==> config.mk <==
export PLATFORM = sky130hd
export DESIGN_NAME = mult_seq
export DESIGN_NICKNAME = d
export VERILOG_FILES = /design/src/rtl/mult_seq_pkg.sv /design/src/rtl/mult_seq_alu.sv /design/src/rtl/mult_seq.sv
export SDC_FILE = /design/constraint.sdc
export NUM_CORES = 1
export LEC_CHECK = 0
export ABC_AREA = 0
export ABC_CLOCK_PERIOD_IN_PS = 7100
export BUFFER_PORTS_ARGS = -buffer_cell sky130_fd_sc_hd__buf_2
export CAP_MARGIN = 20
export CORE_MARGIN = 2
export CORE_UTILIZATION = 55
export CTS_CLUSTER_DIAMETER = 40
export DETAILED_ROUTE_END_ITERATION = 12
export PLACE_DENSITY = 0.88
export SKIP_CTS_REPAIR_TIMING = 1
export SYNTH_ARGS = -nofsm -noshare
export SYNTH_HDL_FRONTEND = slang
export SYNTH_SLANG_ARGS = --single-unit
export TNS_END_PERCENT = 10
==> constraint.sdc <==
create_clock -name clk -period 7.1 [get_ports clk]
set_clock_uncertainty 0.15 [all_clocks]
set_input_delay 0.355 -clock clk [delete_from_list [all_inputs] [get_ports clk]]
set_output_delay 0.355 -clock clk [all_outputs]
set_load 0.02 [all_outputs]
==> src/rtl/mult_seq_pkg.sv <==
// Shared definitions for the sequential multiplier: FSM encoding and ALU opcodes.
package mult_seq_pkg;

    typedef enum logic [1:0] {
        IDLE = 2'd0,
        CALC = 2'd1,
        DONE = 2'd2
    } state_t;

    localparam logic [2:0] OP_ROL = 3'b000;
    localparam logic [2:0] OP_SLL = 3'b001;
    localparam logic [2:0] OP_ROR = 3'b010;
    localparam logic [2:0] OP_SRL = 3'b011;
    localparam logic [2:0] OP_ADD = 3'b100;
    localparam logic [2:0] OP_AND = 3'b101;
    localparam logic [2:0] OP_OR  = 3'b110;
    localparam logic [2:0] OP_XOR = 3'b111;

endpackage

==> src/rtl/mult_seq_alu.sv <==
// General-purpose combinational ALU.
// Ofl is the unsigned carry-out for ADD when sign=0, and the two's-complement overflow when sign=1.
module alu
    import mult_seq_pkg::*;
#(
    parameter int OPERAND_WIDTH = 16
) (
    input  logic [2:0]               Oper,
    input  logic [OPERAND_WIDTH-1:0] InA,
    input  logic [OPERAND_WIDTH-1:0] InB,
    input  logic                     Cin,
    input  logic                     invA,
    input  logic                     invB,
    input  logic                     sign,
    output logic [OPERAND_WIDTH-1:0] Out,
    output logic                     Ofl
);

    localparam int W = OPERAND_WIDTH;

    logic [W-1:0] a;
    logic [W-1:0] b;
    logic [W:0]   sum;
    logic         sgn_ovf;

    assign a       = invA ? ~InA : InA;
    assign b       = invB ? ~InB : InB;
    assign sum     = {1'b0, a} + {1'b0, b} + {{W{1'b0}}, Cin};
    assign sgn_ovf = (a[W-1] == b[W-1]) && (sum[W-1] != a[W-1]);

    always_comb begin
        Out = '0;
        Ofl = 1'b0;
        case (Oper)
            OP_ROL: Out = {a[W-2:0], a[W-1]};
            OP_SLL: Out = {a[W-2:0], 1'b0};
            OP_ROR: Out = {a[0], a[W-1:1]};
            OP_SRL: Out = {1'b0, a[W-1:1]};
            OP_ADD: begin
                Out = sum[W-1:0];
                Ofl = sign ? sgn_ovf : sum[W];
            end
            OP_AND: Out = a & b;
            OP_OR:  Out = a | b;
            OP_XOR: Out = a ^ b;
            default: begin
                Out = '0;
                Ofl = 1'b0;
            end
        endcase
    end

endmodule

==> src/rtl/mult_seq.sv <==
// Unsigned shift-and-add multiplier: one ALU add and one right shift per CALC cycle.
// start is a request sampled only in IDLE; done is a one-cycle pulse and Product holds until the next accepted start.
module mult_seq
    import mult_seq_pkg::*;
#(
    parameter int WIDTH = 16
) (
    input  logic               clk,
    input  logic               rst,
    input  logic               start,
    input  logic [WIDTH-1:0]   InA,
    input  logic [WIDTH-1:0]   InB,
    output logic               busy,
    output logic               done,
    output logic [2*WIDTH-1:0] Product,
    output logic               Zero,
    output state_t             state_dbg
);

    localparam int CNT_W = $clog2(WIDTH) + 1;

    state_t             state;
    state_t             state_next;
    logic [WIDTH-1:0]   acc_hi;
    logic [WIDTH-1:0]   acc_lo;
    logic [WIDTH-1:0]   mcand;
    logic [CNT_W-1:0]   count;
    logic [WIDTH-1:0]   alu_b;
    logic [WIDTH-1:0]   alu_out;
    logic               alu_ofl;
    logic [2*WIDTH-1:0] shifted;
    logic               last_calc;

    assign alu_b     = acc_lo[0] ? mcand : '0;
    // The carry becomes the new MSB so the partial sum never loses a bit.
    assign shifted   = {alu_ofl, alu_out, acc_lo[WIDTH-1:1]};
    assign last_calc = (count == CNT_W'(WIDTH - 1));

    alu #(
        .OPERAND_WIDTH(WIDTH)
    ) u_alu (
        .Oper (OP_ADD),
        .InA  (acc_hi),
        .InB  (alu_b),
        .Cin  (1'b0),
        .invA (1'b0),
        .invB (1'b0),
        .sign (1'b0),
        .Out  (alu_out),
        .Ofl  (alu_ofl)
    );

    always_ff @(posedge clk or posedge rst) begin
        if (rst) begin
            state <= IDLE;
        end else begin
            state <= state_next;
        end
    end

    always_comb begin
        state_next = state;
        busy       = 1'b0;
        done       = 1'b0;
        case (state)
            IDLE: begin
                if (start) state_next = CALC;
            end
            CALC: begin
                busy = 1'b1;
                if (last_calc) state_next = DONE;
            end
            DONE: begin
                done       = 1'b1;
                state_next = IDLE;
            end
            default: state_next = IDLE;
        endcase
    end

    always_ff @(posedge clk or posedge rst) begin
        if (rst) begin
            acc_hi  <= '0;
            acc_lo  <= '0;
            mcand   <= '0;
            count   <= '0;
            Product <= '0;
        end else begin
            case (state)
                IDLE: begin
                    if (start) begin
                        acc_hi <= '0;
                        acc_lo <= InB;
                        mcand  <= InA;
                        count  <= '0;
                    end
                end
                CALC: begin
                    {acc_hi, acc_lo} <= shifted;
                    count            <= count + CNT_W'(1);
                    if (last_calc) Product <= shifted;
                end
                default: ;
            endcase
        end
    end

    assign Zero      = (Product == '0);
    assign state_dbg = state;

endmodule

==> results of run 1 <==
## routing by layer
layer	up-vias	GRT usage	routed length (um)
li1	1839	-	-
met1	1886	0.374	4950
met4	0	0.0786	161
met2	171	0.406	5300
met3	18	0.0411	776
met5	-	0	0
## worst max-delay path, cell delays in order (launching register included)
cell and delay [ns]:
dfrtp_1 0.73, nand2b_1 0.61, inv_2 0.44, nand2_1 0.16, buf_4 0.38, inv_1 0.52, and3_1 0.35, mux2i_1 0.12
o311ai_0 0.15
## cell families after synthesis
kind of cell             after synthesis
AND/OR/NAND/NOR                      182
AO/OA/AOI/OAI                        121
flip-flops                            87
buffers and inverters                 37
multiplexers                          23
adder cells (fa/ha/maj)               19
XOR/XNOR                               8
## state kept, by name (all words and copies together), names as in the netlist
register   count
count          5
Product       32
mcand         16
acc_lo        16
acc_hi        16
state_dbg      2
## cell type report
cell class | count | area [sq um] | area share
Multi-Input combinational cell | 353 | 2310 | 0.441
Clock buffer | 11 | 141 | 0.0269
Clock inverter | 5 | 42.5 | 0.00810
Timing Repair Buffer | 77 | 413 | 0.0786
Tap cell | 105 | 131 | 0.0250
Sequential cell | 87 | 2180 | 0.415
Inverter | 8 | 31.3 | 0.00596
## final timing paths
kind	start	endpoint	slack [ns]
setup / recovery	state_dbg[1]	Product[24]	3.31
hold / removal	rst	Product[31]	-0.03
setup reg to reg	state_dbg[1]	Product[24]	3.31
hold reg to reg	count[4]	count[4]	0.34
max in group asynchronous	rst	acc_lo[15]	6.22
min in group clk	InA[1]	mcand[1]	0.07
## power breakdown
part | leakage, nW | internal, mW | switching, mW
Sequential | 1.09 | 0.728 | 0.210
Combinational | 1.34 | 0.497 | 0.732
Clock | 0.0901 | 0.140 | 0.184
## cell usage after synthesis, types with 2 or more instances
master / instances
nand3_1: 9
dfrtp_1: 87
mux2_1: 2
and4_1: 3
o21ai_2: 3
o21ai_0: 26
a21o_1: 2
or4_1: 2
o211ai_1: 2
or3_1: 3
clkbuf_1: 14
a22o_1: 8
a22oi_1: 16
nand2_1: 85
buf_4: 4
nor4_1: 8
a21boi_0: 4
o21ai_1: 3
nor2b_1: 19
o311a_1: 4
buf_2: 9
o21bai_1: 2
ha_1: 18
nand4_1: 14
nor2_1: 6
nor3_1: 5
inv_1: 7
and3_1: 4
a21oi_1: 29
xor2_1: 3
o21a_1: 2
o31ai_1: 6
nand3b_1: 2
and3b_1: 2
and2_1: 16
xnor2_1: 5
mux2i_1: 3
mux2_2: 18
a21oi_2: 5
## layout by cell type, fill, tap and decap left out, drive strengths merged, types with 8 or more instances in the layout
master   n
nand4   14
nor2b   19
a22o     8
dfrtp   87
a21oi   34
ha      18
o21ai   32
a22oi   16
buf     77
nand3   10
nand2   86
clkbuf  11
inv      8
and2    17
mux2    20
nor4     8
## through the flow
stage	area [sq um]	power (mW)
2_1_floorplan	4690	1.81
3_3_place_gp	5040	2.10
3_5_place_dp	5040	2.15
4_1_cts	5220	2.48
5_1_grt	5250	2.68
6_report	5250	2.49
==> impl_results.md, run 1 <==
- Max-cap viol count: 0
- Combinational family with the most area after synthesis: simple AND/OR/NAND/NOR gates
- GRT Total Usage: 0.259
- Synth Area in XOR/XNOR: 0.0149
- Worst EP arrival: 3.85 ns
- Top_reg_cell synth: dfrtp_1
- HPWL after DPL: 8040 um
- Synthesized flop and latch total: 87
- Num ports: between 70 and 80
- CP Class: flip-flop to flip-flop
- Post-Synth Adder-Cell Area: 0.0523
- WHS: -0.0273 ns
- Htree depth: 3
- CP startpoint kind: flip-flop
- Num rows: 33
- Final WS setup: 3.31 ns
- Mux contribution to synthesized area: 0.0544
- Synth Area in Simple Gates: 0.195
- Grt ovf: 0
- Total Die Area: a little over 9000 sq um
- DP Worst Slack: approximately 3.4 ns
- Avg Synthesized Cell Area: 9.84 sq um
- Mapped Nets: around 530
- Layout cells sized above 1: 0.237
- Worst-path clk slew: 0.09 ns
- Clk Latency, worst-skew pair: 0.37 ns
- Die W: 96.4 um
- Mapped Cells: 477
- Max Root-Sink Buffers: 2
- Post-synth ARST share: 1.00
- Vias per cell: 6.06
- Status: finished, violations left
- Global-route wire length before repair: approximately 18000 um
- Final min period: 3.79 ns
- Register area share after synthesis: 0.464
- PD cells: ~470 nW/um^2
- Synth top area cells: dfrtp_1 46%, nand2_1 6.8%, ha_1 4.8%, mux2_2 4.3%, a21oi_1 3.1%
- Failing checks: hold timing
- Largest net degree at the start of global routing: 88
- Fmax achieved: 264 MHz
- Lkg Pwr: 2.52 nW
- CTS sink count: 87
- Remaining routing DRC violations: 0
- FILL cells: between 600 and 700
- Max-slew headroom: 0.381
- Core area: 8260 sq um
- Post-Syn Area: around 4700 sq um
- Total wire length: 11200 um
- Pre-antenna DRT Iters: 6
- Vias: between 3000 and 4000
- Total CTS buffers: 9
- Placed cells: 628
- Cell taking the most area after synthesis: dfrtp_1
- Routability cong.: 0.915
- Final Hold Fails: 42
- Crit Path Max Fanout: 42
- NumNets Final: 590
- Setup_tns: 0 ns
- Area Growth Syn to Fin: 11.9%
- Chip height: 96.4 um
- Setup-failing EPs final: 0
- Max VDD drop: about 0.00021 V
- YS warnings: 0
- DRT antenna net count: 0
- DR WL/cell: 17.3 um
- CTS tree: done
- Tcrit/Tclk final: 0.534
- Worst-margin pin slew: 0.928 ns
- Critical path required time: 7.16 ns
- Starting density of the core: 0.568
- Yosys top cell area share: 0.464
- RSZ-0062 raised after global routing: no
- Hold Crit Class: primary input to async pin
- Slew Limit Fails: 0
- Post-route insts no fill: 646
- Finished Core Util: 0.636
- Initial antenna violation count: 0
- Critical Path Sink Type: flip-flop
- # diodes: 0
- Number of synthesized flops with an enable pin: 0
- Compound-Gate Fraction of Synth Area: 0.176
- Vias in the first global route: between 3000 and 4000
- Port buffer count: 71
- Root cell of the clock tree: clkbuf_8
- Initial drt markers: 261
- Unique masters post-synth: 56
- Cell depth of the worst flop-to-flop path: 8
Note: power is estimated with default switching activity, not from simulation.
==> inputs of run 2 (changes only) <==
Settings changed: ABC_AREA 0 to 1, ABC_CLOCK_PERIOD_IN_PS 7100 to 3500.
Clock period 7.1 ns to 3.5 ns, I/O delays scaled along.
==> run 2 against run 1 <==
The flow now finishes without violations. Combinational power is 100% higher. Utilization grew 3.9 points. Setup slack lost 2.5 ns. Register-to-register slack got worse by 2.5 ns. Area after synthesis decreased by 3.4%. Total power grew 100%. Sequential share of layout area down 1.6 points. Via count grew 8.4%. Maximum frequency up 39%. Clock power increased by 130%. Wire length increased by 13%. Clock-buffer cell count unchanged. Largest power group unchanged.
==> impl_results.md, run 2 <==
- Remaining routing DRC violations: 0
- Crit Path Max Fanout: 40
- YS warnings: 0
- HPWL after DPL: about 8500 um
- Commonest cells after routing, fill and taps aside: 235 x nand2_1, 87 x dfrtp_1, 72 x inv_1
- Number of synthesized flops with an enable pin: 0
- Combinational family with the most area after synthesis: simple AND/OR/NAND/NOR gates
- Count leader, synth: nand2_1
- Clk Latency, worst-skew pair: 0.37 ns
- NumNets Final: 729
- Chip height: around 95 um
- Compound-Gate Fraction of Synth Area: 0.0773
- Post-synth ARST share: 1.00
- Total Die Area: 8980 sq um
- Starting density of the core: 0.560
- Tcrit/Tclk final: 0.781
- Initial drt markers: 321
- Post-Syn Area: 4530 sq um
- Max FFs per register: 32
- Most common cell after layout, fill and taps aside: nand2_1
- Num rows: 33
- Area Growth Syn to Fin: 20.4%
- Max Root-Sink Buffers: 2
- Final Hold Fails: 0
- Register area share after synthesis: 0.480
- DR WL/cell: 16.0 um
- Synthesized flop and latch total: 87
- FILL cells: 655
- Initial antenna violation count: 0
- Worst EP arrival: roughly 2.9 ns
- # diodes: 0
- Routability cong.: 0.909
- Largest net degree at the start of global routing: 56
- Placed cells: between 700 and 800
- Post-Synth Adder-Cell Area: 0.0541
- Synth top area cells: dfrtp_1 48%, nand2_1 19%, inv_1 6.0%, ha_1 5.0%, nand3_1 3.2%
- Critical path required time: 3.66 ns
- Vias: 4243
- Vias per cell: 5.41
- Synth Area in XOR/XNOR: 0.00966
- Worst-margin pin slew: 0.952 ns
- Post-route insts no fill: 785
- Max-slew headroom: 0.364
- CTS tree: done
- CTS sink count: 87
- Hold Crit Class: primary input to flip-flop
- Total wire length: ~13000 um
- CP startpoint kind: flip-flop
- Final min period: 2.73 ns
- Core area: 8090 sq um
- Global-route wire length before repair: 18400 um
- Die W: 94.8 um
- Slew Limit Fails: 0
- Htree depth: 3
- Fmax achieved: ~370 MHz
- Root cell of the clock tree: clkbuf_8
- Cell taking the most area after synthesis: dfrtp_1
- Layout cells sized above 1: 0.151
- Avg Synthesized Cell Area: roughly 7.9 sq um
- DRT antenna net count: 0
- Yosys top cell area share: 0.480
- Vias in the first global route: approximately 3800
- Worst-path clk slew: 0.10 ns
- RSZ-0062 raised after global routing: no
- Setup-failing EPs final: 0
- Grt ovf: 0
- Synth cell count leaders: 235 x nand2_1, 87 x dfrtp_1, 73 x inv_1
- Setup_tns: 0 ns
- Mapped Nets: 630
- Status: complete, no violations
- Biggest register: Product
- Max VDD drop: ~0.00064 V
- Max-cap viol count: 0
- Mapped Cells: 576
- WHS: 0.149 ns
- Lkg Pwr: slightly above 3 nW
- Pre-antenna DRT Iters: 6
- Total CTS buffers: 9
- Port buffer count: 71
- Mux contribution to synthesized area: 0
- Top_reg_cell synth: dfrtp_1
- Critical Path Sink Type: flip-flop
- Unique masters post-synth: 33
- GRT Total Usage: 0.268
- Num ports: 72
- PD cells: 919 nW/um^2
- Synth Area in Simple Gates: 0.290
- CP Class: flip-flop to flip-flop
[run 2: area by class of cell]
cell class / instances / area, sq um / area share
inverter: 78 / 297 / 0.0543
timing repair buffer: 106 / 701 / 0.128
tap: 105 / 131 / 0.0241
multi-input combinational: 393 / 1960 / 0.358
clock buffer: 11 / 131 / 0.0241
clock inverter: 5 / 66.3 / 0.0121
sequential: 87 / 2180 / 0.399
[run 2: path summary, 6_finish.rpt]
check                        startpoint     endpoint  slack [ns]  depth (start not counted)
setup / recovery           state_dbg[1]  Product[22]        0.77                          7
hold reg to reg                mcand[5]     mcand[5]        0.34                          2
hold / removal                    start     mcand[0]        0.15                          4
min in group asynchronous           rst  Product[16]        0.38                          3
setup reg to reg           state_dbg[1]  Product[22]        0.77                          7
max in group asynchronous           rst     mcand[5]        1.83                          4
[run 2: metal layers]
metal | part of all wire | vias up | global-route usage
li1 | - | 2020 | -
met1 | 0.40 | 1990 | 0.346
met2 | 0.50 | 189 | 0.449
met3 | 0.059 | 44 | 0.0447
met4 | 0.038 | 0 | 0.112
met5 | 0 | - | 0
[run 2: metrics by stage]
step,area (sq um),util,total power [mW],setup WS (ns)
3_3_place_gp,4930,0.609,4.07,0.917
3_5_place_dp,4930,0.609,4.19,0.888
5_1_grt,5460,0.675,5.38,0.645
6_report,5460,0.675,5.02,0.765
4_1_cts,5130,0.634,4.93,0.857
2_1_floorplan,4530,-,3.51,0.925
[run 2: critical path: stages (launching register included)]
cell and delay (ns):
dfrtp_1 0.46, inv_2 0.13, nand2_4 0.18, inv_2 0.43, nand2_2 0.54, inv_2 0.44, nand3_1 0.22, nand2_1 0.10
[run 2: cell families (layout without fill, tap and decap cells)]
family	after synthesis	count (layout)
DFF	87	87
AOI/OAI and AO/OA	57	57
buffers and inverters	96	200
xor gates and xnor gates	5	5
and+or+nand+nor	312	312
adders and majority gates	19	19
[run 2: where the power goes]
part | switching (mW) | total [mW] | internal [mW]
sequential | 0.343 | 1.81 | 1.46
clock | 0.404 | 0.744 | 0.340
combinational | 1.61 | 2.46 | 0.859
total | 2.35 | 5.02 | 2.66
==> inputs of run 3 (changes only) <==
Settings changed: ABC_CLOCK_PERIOD_IN_PS 3500 to 2340, CORE_UTILIZATION 55 to 51, PLACE_DENSITY 0.88 to 0.86.
Clock period 3.5 ns to 2.34 ns, I/O delays scaled along.
==> run 3 against run 2 <==
Register-to-register slack worse by 0.65 ns. Utilization down 3.8 points. Setup slack lost 0.65 ns. Total power increased by 48%. Wire length shrank 4.9%. Sequential cell count unchanged. Hold slack worse by 0.057 ns. First-iteration DRC count shrank 11%. Final cell count up 1.1%. Non-clock buffer count increased by 6. Maximum frequency is 23% higher. Clock power up 40%. Largest cell class unchanged.
==> impl_results.md, run 3 (same netlist as run 2, synthesis figures left out) <==
- Worst Hold Depth: 3
- Biggest register: Product
- Port buffer count: 71
- Max-cap viol count: 0
- Chip height: 98.3 um
- CP startpoint kind: flip-flop
- Total wire length: 12000 um
- Hold Crit Class: primary input to flip-flop
- WHS: 0.0922 ns
- Root cell of the clock tree: clkbuf_8
- Tcrit/Tclk final: 0.949
- DP Worst Slack: between 0.04 and 0.05 ns
- Grt ovf: 0
- Clk Latency, worst-skew pair: approximately 0.37 ns
- Routability cong.: ~1
- Final WS setup: 0.120 ns
- Setup_tns: 0 ns
- Critical path required time: 2.46 ns
- Initial antenna violation count: 0
- Slew Limit Fails: 0
- Commonest cells after routing, fill and taps aside: 235 x nand2_1, 86 x dfrtp_1, 72 x inv_1
- Setup-failing EPs final: 0
- CP Class: flip-flop to flip-flop
- Vias: 4200
- Fmax achieved: 450 MHz
- CTS sink count: 87
- Cell depth of the worst flop-to-flop path: 12
- CTS tree: done
- Initial drt markers: 286
- Max VDD drop: 0.000651 V
- NumNets Final: 735
- Critical Path Sink Type: flip-flop
- Remaining routing DRC violations: 0
- Worst-path clk slew: 0.10 ns
- Htree depth: 3
- Num rows: 34
- Max FFs per register: 32
- Crit Path Max Fanout: 6
- # diodes: 0
- Worst reg2reg setup slack: 0.12 ns
- GRT Total Usage: 0.239
- PD cells: around 1300 nW/um^2
- Max Root-Sink Buffers: 2
- Vias in the first global route: roughly 3900
- Core area: 8680 sq um
- Area Growth Syn to Fin: 21.8%
- Worst EP arrival: approximately 2.3 ns
- Pre-antenna DRT Iters: 7
- Vias per cell: approximately 5.3
- Lkg Pwr: 3.12 nW
- Largest net degree at the start of global routing: 37
- Starting density of the core: 0.522
- Most common cell after layout, fill and taps aside: nand2_1
- Status: complete, no violations
- Global-route wire length before repair: 18700 um
- Final min period: 2.22 ns
- HPWL after DPL: 8260 um
- Worst-margin pin slew: 0.666 ns
- Max-slew headroom: 0.555
- Final Hold Fails: 0
- Num ports: 72
- Layout cells sized above 1: 0.165
- Total Die Area: roughly 9700 sq um
- Die W: 98.3 um
- DR WL/cell: around 15 um
- DRT antenna net count: 0
- Total CTS buffers: 9
[run 3: report_power, final]
group,switching [mW],internal [mW]
Sequential,0.492,2.19
Clock,0.596,0.443
Combinational,2.39,1.33
[run 3: area by class of cell]
type | count | area (sq um)
clock inverters | 6 | 58.8
fillers | 733 | 3160
clock buffers | 10 | 138
well taps | 108 | 135
flip-flops and latches | 87 | 2180
repair buffers | 112 | 756
multi-input cells | 393 | 1960
inverters | 78 | 299
[run 3: routing by layer]
| metal | routed length, um | GRT usage | vias to the layer above |
|---|---|---|---|
| met5 | 0 | 0 | - |
| met4 | 361 | 0.0780 | 0 |
| met3 | 742 | 0.0372 | 36 |
| met2 | 6000 | 0.396 | 192 |
| met1 | 4870 | 0.322 | 1941 |
| li1 | - | - | 2031 |
[run 3: path summary, 6_finish.rpt]
check / from / to
hold reg to reg: mcand[7] / mcand[7]
setup / recovery: acc_lo[0] / acc_hi[14]
min in group asynchronous: rst / Product[28]
max in group asynchronous: rst / acc_lo[15]
setup reg to reg: acc_lo[0] / acc_hi[14]
hold / removal: start / state_dbg[0]
[run 3: critical path, stage by stage (launching register included)]
cell and delay, ns:
dfrtp_2 0.45, clkbuf_2 0.16, nand2_1 0.12, inv_1 0.07, ha_1 0.36, nand2_1 0.15, inv_1 0.05, nand2_1 0.06
nand2_1 0.04, a21oi_1 0.22, nand3_1 0.14, nand3_1 0.11, nand2_1 0.06
[run 3: metrics by stage]
step                      std cells  power, mW  area [sq um]  utilization
after detailed placement        742       6.25          4970        0.573
after CTS                       758       7.30          5170        0.596
after floorplan                 576       5.25          4540            -
final                           794       7.44          5520        0.636
after global placement          742       6.09          4970        0.573
after global routing            794       8.03          5520        0.636
